## config.mk

```make
export PLATFORM = sky130hd
export DESIGN_NAME = amba_axi4lite_write_arbiter
export DESIGN_NICKNAME = d
export VERILOG_FILES = /design/src/rtl/amba_axi4lite_write_arbiter.sv
export SDC_FILE = /design/constraint.sdc
export NUM_CORES = 1
export LEC_CHECK = 0
export CAP_MARGIN = 15
export CORE_AREA = 2 2 89 91
export CTS_BUF_LIST = sky130_fd_sc_hd__clkbuf_2
export DETAILED_ROUTE_END_ITERATION = 7
export DIE_AREA = 0 0 91 93
export PLACE_DENSITY_LB_ADDON = 0.2
export SETUP_SLACK_MARGIN = 0.3
export SKIP_CTS_REPAIR_TIMING = 1
export SYNTH_ARGS = -nofsm -noshare
export SYNTH_HDL_FRONTEND = slang
export SYNTH_SLANG_ARGS = --single-unit
```

## constraint.sdc

```tcl
create_clock -name ACLK -period 2.45 [get_ports ACLK]
set_input_delay 0.245 -clock ACLK [delete_from_list [all_inputs] [get_ports ACLK]]
set_output_delay 0.245 -clock ACLK [all_outputs]
set_load 0.02 [all_outputs]
```

## src/rtl/amba_axi4lite_write_arbiter.sv

```systemverilog
// Shares one AXI4-Lite write path (AW/W/B) among NUM_REQ managers, one write outstanding at a time.
// Define AXIL_ARB_FIXED_PRIO_EN for fixed priority (lowest index wins); default is round-robin.
//
// state | meaning
// IDLE  | no grant; arbitrate on S_AWVALID
// XFER  | lane g owns AW/W; wait until both have handshaken
// RESP  | forward B from the subordinate to lane g
module amba_axi4lite_write_arbiter #(
    parameter int NUM_REQ       = 2,
    parameter int ADDRESS_WIDTH = 28,
    parameter int DATA_WIDTH    = 32,
    localparam int STRB_WIDTH   = DATA_WIDTH / 8
) (
    input  logic                             ACLK,
    input  logic                             ARESETn,

    input  logic [NUM_REQ-1:0]               S_AWVALID,
    output logic [NUM_REQ-1:0]               S_AWREADY,
    input  logic [NUM_REQ*ADDRESS_WIDTH-1:0] S_AWADDR,
    input  logic [NUM_REQ*3-1:0]             S_AWPROT,
    input  logic [NUM_REQ-1:0]               S_WVALID,
    output logic [NUM_REQ-1:0]               S_WREADY,
    input  logic [NUM_REQ*DATA_WIDTH-1:0]    S_WDATA,
    input  logic [NUM_REQ*STRB_WIDTH-1:0]    S_WSTRB,
    output logic [NUM_REQ-1:0]               S_BVALID,
    input  logic [NUM_REQ-1:0]               S_BREADY,
    output logic [NUM_REQ*2-1:0]             S_BRESP,

    output logic                             M_AWVALID,
    input  logic                             M_AWREADY,
    output logic [ADDRESS_WIDTH-1:0]         M_AWADDR,
    output logic [2:0]                       M_AWPROT,
    output logic                             M_WVALID,
    input  logic                             M_WREADY,
    output logic [DATA_WIDTH-1:0]            M_WDATA,
    output logic [STRB_WIDTH-1:0]            M_WSTRB,
    input  logic                             M_BVALID,
    output logic                             M_BREADY,
    input  logic [1:0]                       M_BRESP
);

    localparam int IDX_W = (NUM_REQ > 1) ? $clog2(NUM_REQ) : 1;

    typedef enum logic [1:0] {
        IDLE = 2'd0,
        XFER = 2'd1,
        RESP = 2'd2
    } state_t;

    state_t           state_q, state_d;
    logic [IDX_W-1:0] g_q, g_d;
    logic [IDX_W-1:0] lp_q, lp_d;
    logic             aw_done_q, aw_done_d;
    logic             w_done_q, w_done_d;

    logic             in_xfer, in_resp;
    logic             aw_hs, w_hs, b_hs;
    logic             arb_found;
    logic [IDX_W-1:0] arb_idx;
    logic [NUM_REQ-1:0] grant_oh;

    logic [ADDRESS_WIDTH-1:0] awaddr_lane [NUM_REQ];
    logic [2:0]               awprot_lane [NUM_REQ];
    logic [DATA_WIDTH-1:0]    wdata_lane  [NUM_REQ];
    logic [STRB_WIDTH-1:0]    wstrb_lane  [NUM_REQ];

    for (genvar i = 0; i < NUM_REQ; i++) begin : g_lane
        assign awaddr_lane[i] = S_AWADDR[i*ADDRESS_WIDTH +: ADDRESS_WIDTH];
        assign awprot_lane[i] = S_AWPROT[i*3 +: 3];
        assign wdata_lane[i]  = S_WDATA[i*DATA_WIDTH +: DATA_WIDTH];
        assign wstrb_lane[i]  = S_WSTRB[i*STRB_WIDTH +: STRB_WIDTH];
        assign grant_oh[i]    = (g_q == IDX_W'(i));
        assign S_BRESP[i*2 +: 2] = M_BRESP;
    end

    // Later loop iterations overwrite earlier ones, so iterate from the
    // lowest-priority candidate to the highest.
`ifdef AXIL_ARB_FIXED_PRIO_EN
    always_comb begin
        arb_found = 1'b0;
        arb_idx   = '0;
        for (int i = NUM_REQ - 1; i >= 0; i--) begin
            if (S_AWVALID[i]) begin
                arb_found = 1'b1;
                arb_idx   = IDX_W'(i);
            end
        end
    end
`else
    logic [IDX_W-1:0] rr_pos;

    always_comb begin
        arb_found = 1'b0;
        arb_idx   = '0;
        rr_pos    = '0;
        for (int k = NUM_REQ; k >= 1; k--) begin
            rr_pos = IDX_W'((int'(lp_q) + k) % NUM_REQ);
            if (S_AWVALID[rr_pos]) begin
                arb_found = 1'b1;
                arb_idx   = rr_pos;
            end
        end
    end
`endif

    assign in_xfer = (state_q == XFER);
    assign in_resp = (state_q == RESP);

    assign M_AWVALID = in_xfer & S_AWVALID[g_q] & ~aw_done_q;
    assign M_WVALID  = in_xfer & S_WVALID[g_q] & ~w_done_q;
    assign M_BREADY  = in_resp & S_BREADY[g_q];

    assign S_AWREADY = grant_oh & {NUM_REQ{in_xfer & M_AWREADY & ~aw_done_q}};
    assign S_WREADY  = grant_oh & {NUM_REQ{in_xfer & M_WREADY & ~w_done_q}};
    assign S_BVALID  = grant_oh & {NUM_REQ{in_resp & M_BVALID}};

    assign M_AWADDR = in_xfer ? awaddr_lane[g_q] : '0;
    assign M_AWPROT = in_xfer ? awprot_lane[g_q] : '0;
    assign M_WDATA  = in_xfer ? wdata_lane[g_q]  : '0;
    assign M_WSTRB  = in_xfer ? wstrb_lane[g_q]  : '0;

    assign aw_hs = M_AWVALID & M_AWREADY;
    assign w_hs  = M_WVALID & M_WREADY;
    assign b_hs  = M_BVALID & M_BREADY;

    always_comb begin
        state_d   = state_q;
        g_d       = g_q;
        lp_d      = lp_q;
        aw_done_d = aw_done_q;
        w_done_d  = w_done_q;
        unique case (state_q)
            IDLE: begin
                if (arb_found) begin
                    g_d     = arb_idx;
                    state_d = XFER;
                end
            end
            XFER: begin
                // AW and W may finish in either order or together.
                if ((aw_done_q | aw_hs) && (w_done_q | w_hs)) begin
                    state_d   = RESP;
                    aw_done_d = 1'b0;
                    w_done_d  = 1'b0;
                end else begin
                    aw_done_d = aw_done_q | aw_hs;
                    w_done_d  = w_done_q | w_hs;
                end
            end
            RESP: begin
                if (b_hs) begin
                    lp_d    = g_q;
                    state_d = IDLE;
                end
            end
            default: state_d = IDLE;
        endcase
    end

    always_ff @(posedge ACLK or negedge ARESETn) begin
        if (!ARESETn) begin
            state_q   <= IDLE;
            g_q       <= '0;
            lp_q      <= IDX_W'(NUM_REQ - 1);
            aw_done_q <= 1'b0;
            w_done_q  <= 1'b0;
        end else begin
            state_q   <= state_d;
            g_q       <= g_d;
            lp_q      <= lp_d;
            aw_done_q <= aw_done_d;
            w_done_q  <= w_done_d;
        end
    end

endmodule

```

==> qor.csv <==
metric;value;unit
die area;0.00846;mm2
drt via density;4.33;
largest net degree at the start of global routing;39;
Synth warnings;0;
fin cells;509;
commonest cells after routing, fill and taps aside;clkdlybuf4s50_1, nor2_1, mux2i_1;
EDFF count, synth;0;
Ant. Diodes;0;
placed cell areas;0.00372;mm2
min Tclk post-route;2.21;ns
Starting Density;19.2;%
met1 Use GR;17.8;%
H-tree Lvls;1;
unrepaired setup endpoints after global routing;true;
placed cells;501;
TritonCTS Buffers;3;
CP Class;flop to output port;
row count;32;
CTS tree;built;
vias in the first global route;2059;
# IOs;227;
crit path DAT;1.97;ns
Worst Tran Pin Value;0.395;ns
crit end category;output port;
max incr delay on CP;0.61;ns
Die Span X;91;um
top cell type's share of synthesized area;47.0;%
Synth Area in Compound Gates;5.79;%
share of cells above drive strength 1;4.91;%
Core ar.;0.00753;mm2
Routability Congestion;0.786;
Core Util, Final;51.6;%
VDD IR max;0.000583;V
Die H;93;um
Distinct cells, synth;23;
Final Net Count;555;
Crit-path slowest cell;clkdlybuf4s50_1;
Mapped Cells;195;
Startpoint Class;flop;
Skew-Pair Late Insertion Delay;0.21;ns
ranking of synthesized cells by area;mux2i_1, nor2_1, dfrtp_1, buf_4, mux2_4;
Final Slew Violations;0;
Max-slew headroom;73.7;%
Syn Nets;342;
Synth Flop Type;dfrtp_1;
final setup fails;0;
WP buf/inv;2;
DR pass1 iterations;4;
reported max-cap violation count;0;
Final Cycle Share;90.4;%
Post-route DRC;0;
Adder-Cell Fraction of Synth Area;0;%
xor/xnor cell area share of the yosys netlist;0;%
Root Buffer;clkbuf_2;
main combinational cell family by area after synthesis;multiplexers;
CP delay by family, top;buffers and inverters;
Synth async-reset ratio;100;%
Mapped Area;0.00145;mm2
most common cell after layout, fill and taps aside;clkdlybuf4s50_1;
worst-path cell chain;nand2b_2 > buf_4 > nor2_1 > clkdlybuf4s50_1;
DR vias;2205;
Simple-Gate Fraction of Synth Area;26.1;%
CTS clock-pin slew for the worst setup and hold paths;0.07;ns
GRT busiest layer;met2;
IO buf count;220;
grt ovf;0;
fmax;452;MHz
multiplexer share of the synthesized area;49.1;%
sequential area share after synthesis;10.4;%
Hold Path Class;input port to asynchronous set/reset pin;
antenna-violating nets left;0;
LEAKAGE;2.21;nW
post-route cell area;0.00388;mm2
maximum clock insertion buffer count;2;
Synth area leader;mux2i_1;
CP required;2.20;ns
Wirelength per Cell;15.1;um
Setup Skew;0.0119;ns
Area Overhead vs Synth;168;%
flops & latches, synth;6;
Pwr per Cell Area;1050;mW/mm2
TNS Setup;0;ns
clk sink count;6;
met3 usage;3.87;%
antenna violations before repair;0;
final total power;4.08;mW
grt met2 use;29.3;%
post-DP HPWL;6260;um
first-pass GRT wire length;11000;um
average footprint of a synthesized cell;7.43;um2
status;complete, no violations;
First DRT Iteration DRCs;62;
CP Max Fanout;38;
Fin. Hold Viols;0;
Total GRT Usage;15.6;%
Post-Route WL;7700;um
## worst paths after layout
path / startpoint / endpoint / slack, ns / cells after the start
worst min-delay path: ARESETn / g_q / 0.26 / 1
worst max register to register: g_q / state_q[1] / 0.91 / 3
max in group asynchronous: ARESETn / lp_q / 1.90 / 1
min in group ACLK: M_BRESP[0] / S_BRESP[0] / 0.49 / 0
worst max-delay path: state_q[1] / M_WDATA[2] / 0.24 / 4
worst min register to register: lp_q / lp_q / 0.55 / 2
## registers in the layout (all words and copies together) (netlist names)
name	count
w_done_q	1
lp_q	1
aw_done_q	1
state_q	2
g_q	1
## Yosys cell counts (3+ instances only)
cell	n
mux2i_1	68
dfrtp_1	5
clkbuf_1	7
buf_4	9
nand2_1	3
a21oi_1	3
a31oi_1	3
nor2_1	70
buf_2	4
nor2b_1	3
## metrics by stage
stage / setup slack (ns) / hold slack [ns]
floorplan: 0.568 / -0.0506
global placement: 0.417 / 0.490
detailed placement: 0.420 / 0.490
CTS: 0.182 / 0.271
global route: 0.123 / 0.282
finish: 0.235 / 0.263
## cells by family (layout without fill, tap and decap cells)
kind of cell / Yosys count / in the layout
AND/OR/NAND/NOR: 87 / 87
multiplexers: 70 / 70
buffers and inverters: 21 / 233
AO/OA/AOI/OAI: 11 / 11
flip-flops: 6 / 6
## layout make-up
cell class | instances | area (um2)
fillers | 764 | 3640
well taps | 102 | 128
repair buffers | 229 | 2400
flip-flops and latches | 6 | 155
multi-input cells | 168 | 1180
clock buffers | 4 | 20.0
## routing by layer
metal | vias to the layer above | part of all wire, %
met2 | 113 | 51
met4 | 0 | 1.4
met5 | - | 0
met3 | 8 | 8.7
li1 | 1097 | -
met1 | 987 | 39
## report_power, final
group          total [mW]  internal (mW)  switching (mW)
registers           0.248          0.146           0.102
clock network      0.0779         0.0433          0.0346
logic                3.76           1.83            1.92
No activity file was read; power rests on OpenSTA's default activity.
